==> src/rtl/adc_seq_ctrl.sv <==
// Sequencer for a serial sleep-gated ADC: resets it, opens a DATA_W-clock capture window,
// shifts dout MSB-first into a word and hands it out through a 1-entry valid/ready buffer.
module adc_seq_ctrl #(
    parameter int DATA_W  = 8,
    parameter int RST_CYC = 2
) (
    input  logic              clk,
    input  logic              rst_n,
    input  logic              start,
    input  logic              continuous,
    output logic              adc_slp,
    output logic              adc_rst,
    input  logic              adc_dout,
    output logic [DATA_W-1:0] sample_data,
    output logic              sample_valid,
    input  logic              sample_ready,
    output logic              busy,
    output logic              overrun,
    input  logic              clr_ovr,
    output logic [1:0]        dbg_state
);

    // Output handshake: a word transfers on any clk edge where sample_valid & sample_ready.
    typedef enum logic [1:0] {
        S_IDLE = 2'd0,
        S_RST  = 2'd1,
        S_GAP  = 2'd2,
        S_CAP  = 2'd3
    } state_t;

    localparam int CNT_W = 6;
    localparam logic [CNT_W-1:0] RST_LAST = CNT_W'(RST_CYC - 1);
    localparam logic [CNT_W-1:0] CAP_LAST = CNT_W'(DATA_W - 1);

    state_t            state_q, state_d;
    logic [CNT_W-1:0]  cnt_q, cnt_d;
    logic [DATA_W-1:0] shreg_q, shreg_d;
    logic              slp_q, slp_d;
    logic              rst_q, rst_d;
    logic [DATA_W-1:0] data_q, data_d;
    logic              valid_q, valid_d;
    logic              ovr_q, ovr_d;
    logic              word_done;

    always_comb begin
        state_d   = state_q;
        cnt_d     = cnt_q;
        shreg_d   = shreg_q;
        word_done = 1'b0;
        case (state_q)
            S_IDLE: begin
                cnt_d = '0;
                if (start) state_d = S_RST;
            end
            S_RST: begin
                if (cnt_q == RST_LAST) begin
                    cnt_d   = '0;
                    state_d = S_GAP;
                end else begin
                    cnt_d = cnt_q + CNT_W'(1);
                end
            end
            S_GAP: begin
                cnt_d   = '0;
                state_d = S_CAP;
            end
            S_CAP: begin
                // The ADC shifts on this same edge, so the pre-edge dout is the current bit.
                shreg_d = {shreg_q[DATA_W-2:0], adc_dout};
                if (cnt_q == CAP_LAST) begin
                    word_done = 1'b1;
                    cnt_d     = '0;
                    state_d   = continuous ? S_GAP : S_IDLE;
                end else begin
                    cnt_d = cnt_q + CNT_W'(1);
                end
            end
            default: state_d = S_IDLE;
        endcase

        // Sleep/reset are registered from the next state so they switch on the state edge.
        slp_d = (state_d != S_CAP);
        rst_d = (state_d == S_RST);
    end

    always_comb begin
        data_d  = data_q;
        valid_d = valid_q;
        ovr_d   = ovr_q;
        if (word_done && (!valid_q || sample_ready)) begin
            data_d  = shreg_d;
            valid_d = 1'b1;
        end else if (!word_done && valid_q && sample_ready) begin
            valid_d = 1'b0;
        end
        if (clr_ovr) begin
            ovr_d = 1'b0;
        end else if (word_done && valid_q && !sample_ready) begin
            ovr_d = 1'b1;
        end
    end

    always_ff @(posedge clk or negedge rst_n) begin
        if (!rst_n) begin
            state_q <= S_IDLE;
            cnt_q   <= '0;
            shreg_q <= '0;
            slp_q   <= 1'b1;
            rst_q   <= 1'b1;
            data_q  <= '0;
            valid_q <= 1'b0;
            ovr_q   <= 1'b0;
        end else begin
            state_q <= state_d;
            cnt_q   <= cnt_d;
            shreg_q <= shreg_d;
            slp_q   <= slp_d;
            rst_q   <= rst_d;
            data_q  <= data_d;
            valid_q <= valid_d;
            ovr_q   <= ovr_d;
        end
    end

    assign adc_slp      = slp_q;
    assign adc_rst      = rst_q;
    assign sample_data  = data_q;
    assign sample_valid = valid_q;
    assign overrun      = ovr_q;
    assign busy         = (state_q != S_IDLE);
    assign dbg_state    = state_q;

endmodule
==> config.mk <==
export PLATFORM = sky130hd
export DESIGN_NAME = adc_seq_ctrl
export DESIGN_NICKNAME = d
export VERILOG_FILES = /design/src/rtl/adc_seq_ctrl.sv
export SDC_FILE = /design/constraint.sdc
export NUM_CORES = 1
export LEC_CHECK = 0
export ABC_AREA = 1
export CELL_PAD_IN_SITES_DETAIL_PLACEMENT = 0
export CELL_PAD_IN_SITES_GLOBAL_PLACEMENT = 1
export CORE_ASPECT_RATIO = 1.5
export CORE_UTILIZATION = 39
export CTS_CLUSTER_SIZE = 28
export DETAILED_ROUTE_END_ITERATION = 8
export GPL_TIMING_DRIVEN = 0
export PLACE_DENSITY = 0.83
export SYNTH_ARGS = -nofsm -noshare
export SYNTH_HDL_FRONTEND = slang
export SYNTH_SLANG_ARGS = --single-unit
==> constraint.sdc <==
create_clock -name clk -period 1.55 [get_ports clk]
set_input_delay 0.465 -clock clk [delete_from_list [all_inputs] [get_ports clk]]
set_output_delay 0.465 -clock clk [all_outputs]
set_load 0.02 [all_outputs]
After elaboration in Yosys (flattened, before gate mapping)
Cells that the tools add are included.
{"block": "word_totals", "register_bits": 28, "latch_bits": 0, "ramBits": 0, "romBits": 0, "input_bits": 7, "wordCells": 45, "n_memories": 0}
{"block": "classes", "addsub": 1, "n_mul": 0, "div_mod_pow": 0, "n_lt_le_gt_ge": 0, "eq_ne": 7, "n_shift": 0, "muxes": 15, "bitwise_logic": 0, "reduce_logical": 14}
{"operator": "$pmux 6 s3", "count": 1}
{"operator": "$mux 6", "count": 2}
{"operator": "$mux 2", "count": 4}
{"operator": "$mux 8", "count": 1}
{"operator": "$pmux 2 s4", "count": 1}
{"operator": "$add 6x1->6 const B", "count": 1}
{"operator": "$eq 6x1->1 const B", "count": 1}
{"operator": "$eq 6x3->1 const B", "count": 1}
{"operator": "$mux 1", "count": 6}
{"operator": "$reduce_bool 2->1", "count": 3}
{"operator": "$logic_and 1x1->1", "count": 5}
{"operator": "$eq 2x1->1 const B", "count": 2}
{"operator": "$eq 2x2->1 const B", "count": 2}
{"operator": "$logic_not 1->1", "count": 3}
{"operator": "$logic_not 2->1", "count": 1}
{"operator": "$ne 2x2->1 const B", "count": 1}
{"operator": "$reduce_or 2->1", "count": 1}
{"operator": "$logic_or 1x1->1", "count": 1}

Logic depth before layout (Yosys ltp)
Gate-level depths: netlist (run 1).
{"block": "depth", "depth_word": 8, "mapped_depth": 9, "depth_no_buf": 8}

Least setup slack after synthesis (run 1)
Ideal clock, no wire load.
{"block": "synth_timing", "path_kind": "reg2reg", "from": "reg cnt_q[0]", "to": "reg data_q[2] (netlist: sample_data[2])", "arrival_ps": 1209, "t_required_ps": 1432, "path_slack_ps": 223, "path_stages_with_launch": 10, "n_path_buf": 1, "synth_period_minus_slack_ps": 1327, "cell_sequence": "dfrtp_1 ha_1 nand2_2 inv_2 nand3_4 nor2_4 nand2_4 buf_6 nand2_2 o21ai_2"}
{"block": "synth_between", "elab_chain_cells": 4}
{"item": "start: declaration", "line_no": "36", "rtl": "logic [CNT_W-1:0] cnt_q, cnt_d;"}
{"item": "start signal: assignment", "line_no": "115", "rtl": "cnt_q <= cnt_d;"}
{"item": "$eq 6x3->1", "line_no": "70", "rtl": "if (cnt_q == CAP_LAST) begin"}
{"item": "$mux 1", "line_no": "70"}
{"item": "$mux 1", "line_no": "50", "rtl": "case (state_q)"}
{"item": "$logic_and 1x1->1", "line_no": "90", "rtl": "if (word_done && (!valid_q || sample_ready)) begin"}
{"item": "end signal: assignment", "line_no": "119", "rtl": "data_q <= data_d;"}
{"item": "end: declaration", "line_no": "40", "rtl": "logic [DATA_W-1:0] data_q, data_d;"}
No other way between the ends.
A chain may end at the register's enable or synchronous reset.

Worst setup path in the final report (run 1)
{"block": "layout_timing", "from": "reg slp_q (netlist: adc_slp)", "to": "out adc_slp"}
{"item": "start: declaration", "line_no": "38", "rtl": "logic slp_q, slp_d;"}
{"item": "start signal: assignment", "line_no": "117", "rtl": "slp_q <= slp_d;"}
{"item": "end: declaration", "line_no": "11", "rtl": "output logic adc_slp,"}
No word-level cell between the ends.

==> metrics, run 1 <==
outcome finished clean; Die H a little over 70 um; largest net degree at the start of global routing 29; nature of the critical path startpoint register; Post-Syn Area ~0.0013 sq mm; NetSw between 1000 and 1500 uW; Placer Congestion 0.7801; initial antenna violation count 0; Mean Syn Cell Area between 9 and 10 sq um; worst reg2reg path startpoint cnt_q[0]; P per Cell Area 1714 mW/mm^2; async set or reset register ratio after synthesis 100.0%; clk_skew 0.004996 ns; worst slew pin tran about 0.63 ns; htree depth 1; area delta synth->final 29.95%; post-synthesis mux area share 0%; clock sinks 28; Layout fillers 328; CORE AREA approximately 0.0031 sq mm; worst-path maximum fanout 1; Peak Freq ~660 MHz; Cell Int Power 1724 uW; WP data arrival roughly 1.0 ns; grt total ovfl 0; number of flops mapped to enable cells by yosys 0; Synth Flop Type dfrtp_1; Synth Area in XOR/XNOR less than 1%; final wirelength around 2400 um; die width between 40 and 50 um; Yosys top cell by area dfrtp_1; vias in the first global route 984; max-cap check violation count 0; final hold slack ~0.20 ns; layout cells sized above 1 approximately a quarter; post-synthesis sequential area ratio between 50% and 60%; Post-synth top cells 33 x nand2_1, 26 x dfrtp_1, 21 x inv_1, 14 x nor2_1, 8 x o21ai_2; Fin. Hold Viols 0; cell count after synthesis between 100 and 150; GR Util All Layers between 10% and 20%; worst hold path type primary input to asynchronous set/reset pin; Clk pwr share ~14%; Simple-Gate Fraction of Synth Area around a quarter; #FFs+latches synth 28; Crit Path Category register to primary output; Max clock buf depth 2; Post-DP HPWL 1716 um; Finished Core Util a little over half; Synth Area in Compound Gates a little under a tenth; first-pass GRT wire length about 4200 um; # DRC 0; clock root cell clkbuf_8; IO Pins 22; Post-Syn Nets ~150; Top Family by Delay on Critical Path flip-flops; Yosys warning total 0; DR WL/cell between 10 and 15 um; minimum clock period 1.506 ns; starting density of the core 41.00%; Register-to-Register Setup Slack approximately 0.09 ns; Site Rows 25; Seq pwr share just over 40%; number of nets still failing antenna checks after routing 0; RR Endpoint sample_data[2]; TritonRoute pass-1 iters 4; most common cell in the synthesized netlist nand2_1; Crit path largest cell delay 0.53 ns; Vias 952; Buf/Inv on CP 1; switching part of the total power roughly two fifths; relative slew slack ~58%; Slowest-stage cell, CP dfstp_2; Yosys top cell area share 50.73%; Adder-Cell Fraction of Synth Area under 10%; Leak between 0.0008 and 0.0009 uW; Peak VDD IR 0.8317 mV; crit end category primary output; CTS Buf Count 3; die area ~0.0035 sq mm; clk_lat worst skew 0.27 ns; total power between 2000 and 3000 uW; count of different cell masters after synthesis 25; CP required approximately 1.1 ns; CTS tree built; synth top area cells dfrtp_1 51%, nand2_1 9.7%, inv_1 6.1%, o21ai_2 5.5%, dfstp_2 4.1%; port buffer count 21; largest family of logic cells by synthesized area simple AND/OR/NAND/NOR gates; # setup viols final 0; Slew Viols, Final 0; FF-to-FF path depth 9; clock slew at reported path FFs 0.09 ns; ant diodes 0; Final nets 180; CP cell instances clkdlybuf4s15_2; via/cell ratio about 4.5; Logic pwr share between 40 and 50%; unrepaired setup endpoints after global routing true; Tcrit/Tclk final between 90% and 100%; initial DRC count 26
[power by group through the flow]
stage	clock [uW]	sequential [uW]	combinational, uW
global route	434	1190	1470
floorplan	0	1280	725
finish	395	1160	1300
CTS	412	1150	1220
detailed placement	0	1170	1290
global placement	0	1160	1270
[worst register-to-register path, stage by stage (launching register included)]
cell     delay [ns]
dfrtp_1        0.42
ha_2           0.22
nand2_2        0.06
inv_2          0.08
nand3_4        0.09
nor2_4         0.15
nand2_4        0.09
buf_12         0.16
nand2_4        0.05
o21ai_2        0.04
[how the worst max path moves through the flow]
| stage | start | to | slack [ns] | depth (start not counted) |
|---|---|---|---|---|
| 2_1_floorplan | cnt_q[0] | sample_data[2] | 0.22 | 9 |
| 3_3_place_gp | rst_n | sample_data[4] | -0.40 | 1 |
| 3_5_place_dp | rst_n | sample_data[4] | -0.46 | 1 |
| 4_1_cts | dbg_state[0] | busy | 0.009 | 3 |
| 5_1_grt | cnt_q[0] | sample_data[2] | -0.03 | 9 |
| 6_report | adc_slp | adc_slp | 0.04 | 1 |
[final cells by class]
cell class	instances	area, sq um	share of cell area (%)
multi-input combinational	85	490.5	29.43
timing repair buffer	28	254.0	15.24
inverter	23	91.34	5.480
sequential	28	704.4	42.27
clock buffer	4	45.04	2.703
tap	40	50.05	3.003
buffer	2	31.28	1.877
[metrics by stage]
stage / instances / TNS [ns] / instance area [sq um] / setup WS (ns)
detailed placement: 199 / -12.89 / 1543 / -0.4589
finish: 210 / 0 / 1667 / 0.04392
CTS: 203 / 0 / 1572 / 0.009237
global placement: 199 / -11.23 / 1543 / -0.4023
floorplan: 138 / 0 / 1282 / 0.2227
global route: 210 / -0.09368 / 1667 / -0.02734
[routing by layer]
metal,part of all wire [%],track usage (%)
met3,3.1,2.306
met1,40,15.96
met2,56,32.10
met5,0,0
met4,0.55,3.922
[cells by family (layout without fill, tap and decap cells)]
kind of cell	after synthesis	in the layout
adder cells (fa/ha/maj)	2	2
AND/OR/NAND/NOR	66	66
XOR/XNOR	1	1
buffers and inverters	25	57
flip-flops	28	28
AO/OA/AOI/OAI	16	16
[sequential cells by signal, indices dropped and copies added (netlist names)]
register / cells
sample_data: 8
dbg_state: 2
sample_valid: 1
adc_slp: 1
shreg_q: 8
cnt_q: 6
adc_rst: 1
overrun: 1
[cells in the final DEF (no fill, tap or decap), types with 2 or more instances in the layout]
cell type	synthesis	final
buf_4	0	6
nand2_2	3	6
inv_2	1	2
nor2_1	14	14
and2_1	6	6
nand3_1	4	4
buf_12	0	2
o21a_1	2	2
clkdlybuf4s15_2	0	2
dlygate4sd2_1	0	11
dfstp_2	2	2
nand2_1	33	28
buf_2	0	2
dfrtp_1	26	25
clkdlybuf4s50_1	0	5
o21ai_0	3	3
nand2_4	1	3
clkbuf_8	0	3
inv_1	21	20
o21ai_2	8	8
[what timing repair did]
| item | in CTS | in global routing |
|---|---|---|
| pin swaps | 0 | 3 |
| gates resized for setup | 25 | 11 |
| endpoints found under the setup margin | 41 | 9 |
| buffers inserted | 0 | 7 |
| hold buffers | 0 | 0 |
Note: power is estimated with default switching activity, not from simulation.
==> run 2, diff against run 1 <==
--- a/config.mk
+++ b/config.mk
@@ -14,6 +14,7 @@
 export DETAILED_ROUTE_END_ITERATION = 8
 export GPL_TIMING_DRIVEN = 0
 export PLACE_DENSITY = 0.83
+export REMOVE_ABC_BUFFERS = 1
 export SYNTH_ARGS = -nofsm -noshare
 export SYNTH_HDL_FRONTEND = slang
 export SYNTH_SLANG_ARGS = --single-unit
==> metrics, run 2 (synthesis results as in run 1) <==
die area 0.003526 sq mm (unchanged); CP required 1.08 ns (about the same); die width 48.82 um (unchanged); port buffer count 21 (unchanged); NetSw 1075 uW (-5.0%); Crit Path Category register to primary output; relative slew slack 58.91% (+1.1 points); outcome finished clean; Seq pwr share 42.1% (+1.6 points); clk_skew 0.004640 ns (-0.0003564 ns); nature of the critical path startpoint register; GR Util All Layers 14.16% (-1.4 points); ant diodes 0 (unchanged); clock root cell clkbuf_8; crit end category primary output; htree depth 1 (unchanged); clock slew at reported path FFs 0.09 ns (about the same); WP data arrival 1.05 ns (about the same); first-pass GRT wire length 3774 um (-10%); CTS tree built; worst slew pin tran 0.6164 ns (-0.01698 ns); Slowest-stage cell, CP dfrtp_2; Fin. Hold Viols 0 (unchanged); CTS Buf Count 3 (unchanged); Die H 72.23 um (unchanged); commonest non-fill, non-tap cell in the layout nand2_1; final wirelength 2084 um (-13%); # DRC 0 (unchanged); initial DRC count 13 (-50%); largest net degree at the start of global routing 29 (unchanged); Tcrit/Tclk final 97.61% (+0.44 points); Layout fillers 323 (-1.5%); leading cell types in the layout, fill and taps excluded 33 x nand2_1, 25 x dfrtp_1, 20 x inv_1, 14 x nor2_1, 11 x dlygate4sd2_1; starting density of the core 41.00% (unchanged); layout cells sized above 1 17.90% (-7.4 points); cts hold-fix bufs 0 (unchanged); Leak 0.0007921 uW (-6.1%); Vias 919 (-3.5%); clock sinks 28 (unchanged); unrepaired setup endpoints after global routing false; switching part of the total power 39.79% (+0.15 points); P per Cell Area 1740 mW/mm^2 (+1.5%); worst hold path type primary input to asynchronous set/reset pin; DP Cell Count 197 (-1.0%); # setup viols final 0 (unchanged); CORE AREA 0.003128 sq mm (unchanged); Site Rows 25 (unchanged); TritonRoute pass-1 iters 4 (unchanged); CP cell instances dlygate4sd2_1; minimum clock period 1.513 ns (+0.006890 ns); Max clock buf depth 2 (unchanged); initial antenna violation count 0 (unchanged); Peak VDD IR 0.8730 mV (+5.0%); Top Family by Delay on Critical Path flip-flops; Slew Viols, Final 0 (unchanged); Post-Layout Cell Count 202 (-3.8%); DR WL/cell 10.32 um (-9.1%); Peak Freq 661.0 MHz (-0.46%); IO Pins 22 (unchanged); area delta synth->final 21.07%; clk_lat worst skew 0.27 ns (about the same); via/cell ratio 4.550 (+0.36%); grt total ovfl 0 (unchanged); worst-path maximum fanout 7 (+6); Crit path largest cell delay 0.45 ns (-0.08 ns); Final nets 172 (-4.4%); Placer Congestion 0.7883 (+1.1%); setup tns final 0 ns (unchanged); Cell Int Power 1627 uW (-5.6%); max-cap check violation count 0 (unchanged); Logic pwr share 43.5% (-2.2 points); Post-DP HPWL 1578 um (-8.0%); Buf/Inv on CP 1 (unchanged); vias in the first global route 918 (-6.7%); number of nets still failing antenna checks after routing 0 (unchanged); Clk pwr share 14.4% (+0.6 points)
## run 2: worst paths after layout
check | cells past startpoint | slack [ns] | start | endpoint
min in group clk | 2 | 0.49 | sample_data[0] | sample_data[0]
hold reg to reg | 2 | 0.49 | sample_data[0] | sample_data[0]
max in group asynchronous | 1 | 0.91 | rst_n | dbg_state[1]
hold / removal | 1 | 0.19 | rst_n | cnt_q[4]
setup / recovery | 1 | 0.04 | dbg_state[1] | dbg_state[1]
setup reg to reg | 8 | 0.16 | cnt_q[1] | sample_data[4]
## run 2: repair_timing
item / CTS / global route
gates cloned: 0 / 0
endpoints found under the hold margin: 0 / 0
gates resized for setup: 25 / 1
setup buffers: 0 / 1
endpoints found under the setup margin: 41 / 2
## run 2: layout make-up
cell class	instances	area, sq um	share of cell area (%)
multi-input combinational	85	465.4	29.98
tap	40	50.05	3.223
inverter	23	91.34	5.882
sequential	28	704.4	45.37
timing repair buffer	22	196.4	12.65
clock buffer	4	45.04	2.901
## run 2: per-layer routing
layer	routed length (um)	part of all wire [%]	GRT usage [%]	up-vias
met5	0	0	0	-
met4	43	2.1	6.863	0
met3	63	3.0	2.516	6
met2	1151	55	26.70	18
met1	825	40	14.99	428
li1	-	-	-	467
## run 2: worst register-to-register path: stages (launching register included)
cell	delay [ns]
dfrtp_1	0.39
ha_1	0.20
nand2_2	0.07
inv_2	0.08
nand3_4	0.09
nor2_4	0.12
nand2_4	0.15
nand2_1	0.11
o21ai_2	0.05
## run 2: power by group through the flow
stage	Combinational [uW]	Sequential, uW	Clock [uW]
after floorplan	687	1280	0
after global placement	1230	1150	0
after detailed placement	1240	1170	0
after CTS	1170	1150	414
after global routing	1330	1170	429
final	1180	1140	390
## run 2: metrics by stage
step	utilization (%)	hold WS [ns]	instance area [sq um]	power (uW)	setup slack, ns
2_1_floorplan	-	0.1694	1260	1972	0.2525
3_3_place_gp	48.60	0.4687	1520	2380	-0.4163
3_5_place_dp	48.60	0.4720	1520	2410	-0.4382
4_1_cts	49.48	0.4912	1548	2736	0.02225
5_1_grt	49.64	0.2442	1553	2937	0.00009437
6_report	49.64	0.1935	1553	2702	0.03703
==> run 3, diff against run 2 <==
--- a/config.mk
+++ b/config.mk
@@ -9,11 +9,12 @@
 export CELL_PAD_IN_SITES_DETAIL_PLACEMENT = 0
 export CELL_PAD_IN_SITES_GLOBAL_PLACEMENT = 1
 export CORE_ASPECT_RATIO = 1.5
-export CORE_UTILIZATION = 39
+export CORE_UTILIZATION = 30
 export CTS_CLUSTER_SIZE = 28
 export DETAILED_ROUTE_END_ITERATION = 8
 export GPL_TIMING_DRIVEN = 0
-export PLACE_DENSITY = 0.83
+export MAX_ROUTING_LAYER = met4
+export PLACE_DENSITY = 0.67
 export REMOVE_ABC_BUFFERS = 1
 export SYNTH_ARGS = -nofsm -noshare
 export SYNTH_HDL_FRONTEND = slang
==> metrics, run 3 (synthesis results as in run 1) <==
outcome finished clean; CTS Buf Count 3 (unchanged); clock slew at reported path FFs 0.09 ns (about the same); CORE AREA 0.004029 sq mm (+29%); crit end category primary output; final hold slack 0.1984 ns (+0.004925 ns); CP required 1.08 ns (about the same); # setup viols final 0 (unchanged); die width 55.39 um (+13%); GR Util All Layers 11.69% (-2.5 points); Top Family by Delay on Critical Path flip-flops; Slowest-stage cell, CP dfrtp_1; crit path from dbg_state[0]; port buffer count 21 (unchanged); minimum clock period 1.508 ns (-0.004642 ns); max-cap check violation count 0 (unchanged); RR Endpoint sample_data[6]; CP cell instances dlygate4sd2_1; setup tns final 0 ns (unchanged); leading cell types in the layout, fill and taps excluded 33 x nand2_1, 25 x dfrtp_1, 20 x inv_1, 14 x nor2_1, 11 x dlygate4sd2_1; Crit Path Category register to primary output; Post-Layout Cell Count 208 (+3.0%); WP data arrival 1.04 ns (about the same); die area 0.004546 sq mm (+29%); cts hold-fix bufs 0 (unchanged); worst-path maximum fanout 4 (-3); worst hold path type primary input to asynchronous set/reset pin; DR WL/cell 10.62 um (+2.9%); P per Cell Area 1764 mW/mm^2 (+1.4%); worst reg2reg path startpoint cnt_q[1]; # DRC 0 (unchanged); clock root cell clkbuf_8; final wirelength 2208 um (+6.0%); unrepaired setup endpoints after global routing false; Site Rows 28 (+12%); vias in the first global route 980 (+6.8%); clk_lat worst skew 0.27 ns (about the same); htree depth 1 (unchanged); Vias 932 (+1.4%); area delta synth->final 22.44%; Slew Viols, Final 0 (unchanged); WP depth 1 (unchanged); Post-DP HPWL 1573 um (-0.35%); starting density of the core 31.83% (-9.2 points); Peak VDD IR 0.9509 mV (+8.9%); Buf/Inv on CP 1 (unchanged); largest net degree at the start of global routing 29 (unchanged); TritonRoute pass-1 iters 4 (unchanged); Max clock buf depth 2 (unchanged); via/cell ratio 4.481 (-1.5%); initial DRC count 26 (+13); Crit path largest cell delay 0.42 ns (-0.03 ns); Final nets 173 (+0.58%); Fin. Hold Viols 0 (unchanged); IO Pins 22 (unchanged); Leak 0.0008022 uW (+1.3%); FF-to-FF path depth 8 (unchanged); layout cells sized above 1 19.02% (+1.1 points); relative slew slack 57.92% (-0.98 points); DP Cell Count 202 (+2.5%); commonest non-fill, non-tap cell in the layout nand2_1; ant diodes 0 (unchanged); first-pass GRT wire length 4140 um (+9.7%); total power 2770 uW (+2.5%); Finished Core Util 38.98% (-11 points); Tcrit/Tclk final 97.31% (-0.30 points); nature of the critical path startpoint register; grt total ovfl 0 (unchanged); worst slew pin tran 0.6312 ns (+0.01475 ns); Critical Path End dbg_state[0]; Placer Congestion 0.7459 (-5.4%); initial antenna violation count 0 (unchanged); Peak Freq 663.0 MHz (+0.31%); Die H 82.08 um (+14%); CTS tree built; Register-to-Register Setup Slack 0.16 ns (about the same); number of nets still failing antenna checks after routing 0 (unchanged); clock sinks 28 (unchanged); clk_skew 0.005181 ns (+0.0005411 ns); Layout fillers 420 (+30%)
## run 3: changes by cell type in the layout (fill, tap and decap cells not counted), sizes merged
| cell | previous run | this run |
|---|---|---|
| clkbuf | 4 | 5 |
| buf | 3 | 4 |
| clkdlybuf4s15 | 3 | 2 |
## run 3: power breakdown
group,internal [uW],switching (uW),leakage [uW]
clock network,227,221,0.0000288
logic,455,730,0.000408
registers,992,144,0.000365
## run 3: repair_timing
item | CTS | global route
hold endpoints to repair | 0 | 0
setup buffers | 0 | 2
resized for setup | 24 | 2
endpoints found under the setup margin | 41 | 8
## run 3: how the worst min path moves through the flow
stage                              start        endpoint  slack, ns
after floorplan                    rst_n        cnt_q[0]       0.17
after global placement    sample_data[3]  sample_data[3]       0.47
after detailed placement  sample_data[3]  sample_data[3]       0.47
after CTS                 sample_data[3]  sample_data[3]       0.49
after global routing               rst_n        cnt_q[2]       0.26
final                              rst_n        cnt_q[0]       0.20
## run 3: final cells by class
| cell class | count | area (sq um) | area share [%] |
|---|---|---|---|
| clock buffers | 4 | 55.05 | 3.506 |
| inverters | 23 | 91.34 | 5.817 |
| multi-input cells | 85 | 465.4 | 29.64 |
| flip-flops and latches | 28 | 704.4 | 44.86 |
| well taps | 45 | 56.30 | 3.586 |
| repair buffers | 23 | 197.7 | 12.59 |
## run 3: per-layer routing
metal	track usage (%)	wire [um]	up-vias
met3	1.890	66	4
met1	13.18	1013	441
met2	20.84	1099	16
met5	-	0	-
li1	-	-	471
met4	4.500	28	0
## run 3: stage by stage
stage          cell area (sq um)  setup WS (ns)
3_3_place_gp                1526        -0.4510
5_1_grt                     1570       0.002116
3_5_place_dp                1526        -0.4756
6_report                    1570        0.04168
4_1_cts                     1563       0.001894
2_1_floorplan               1260         0.2525
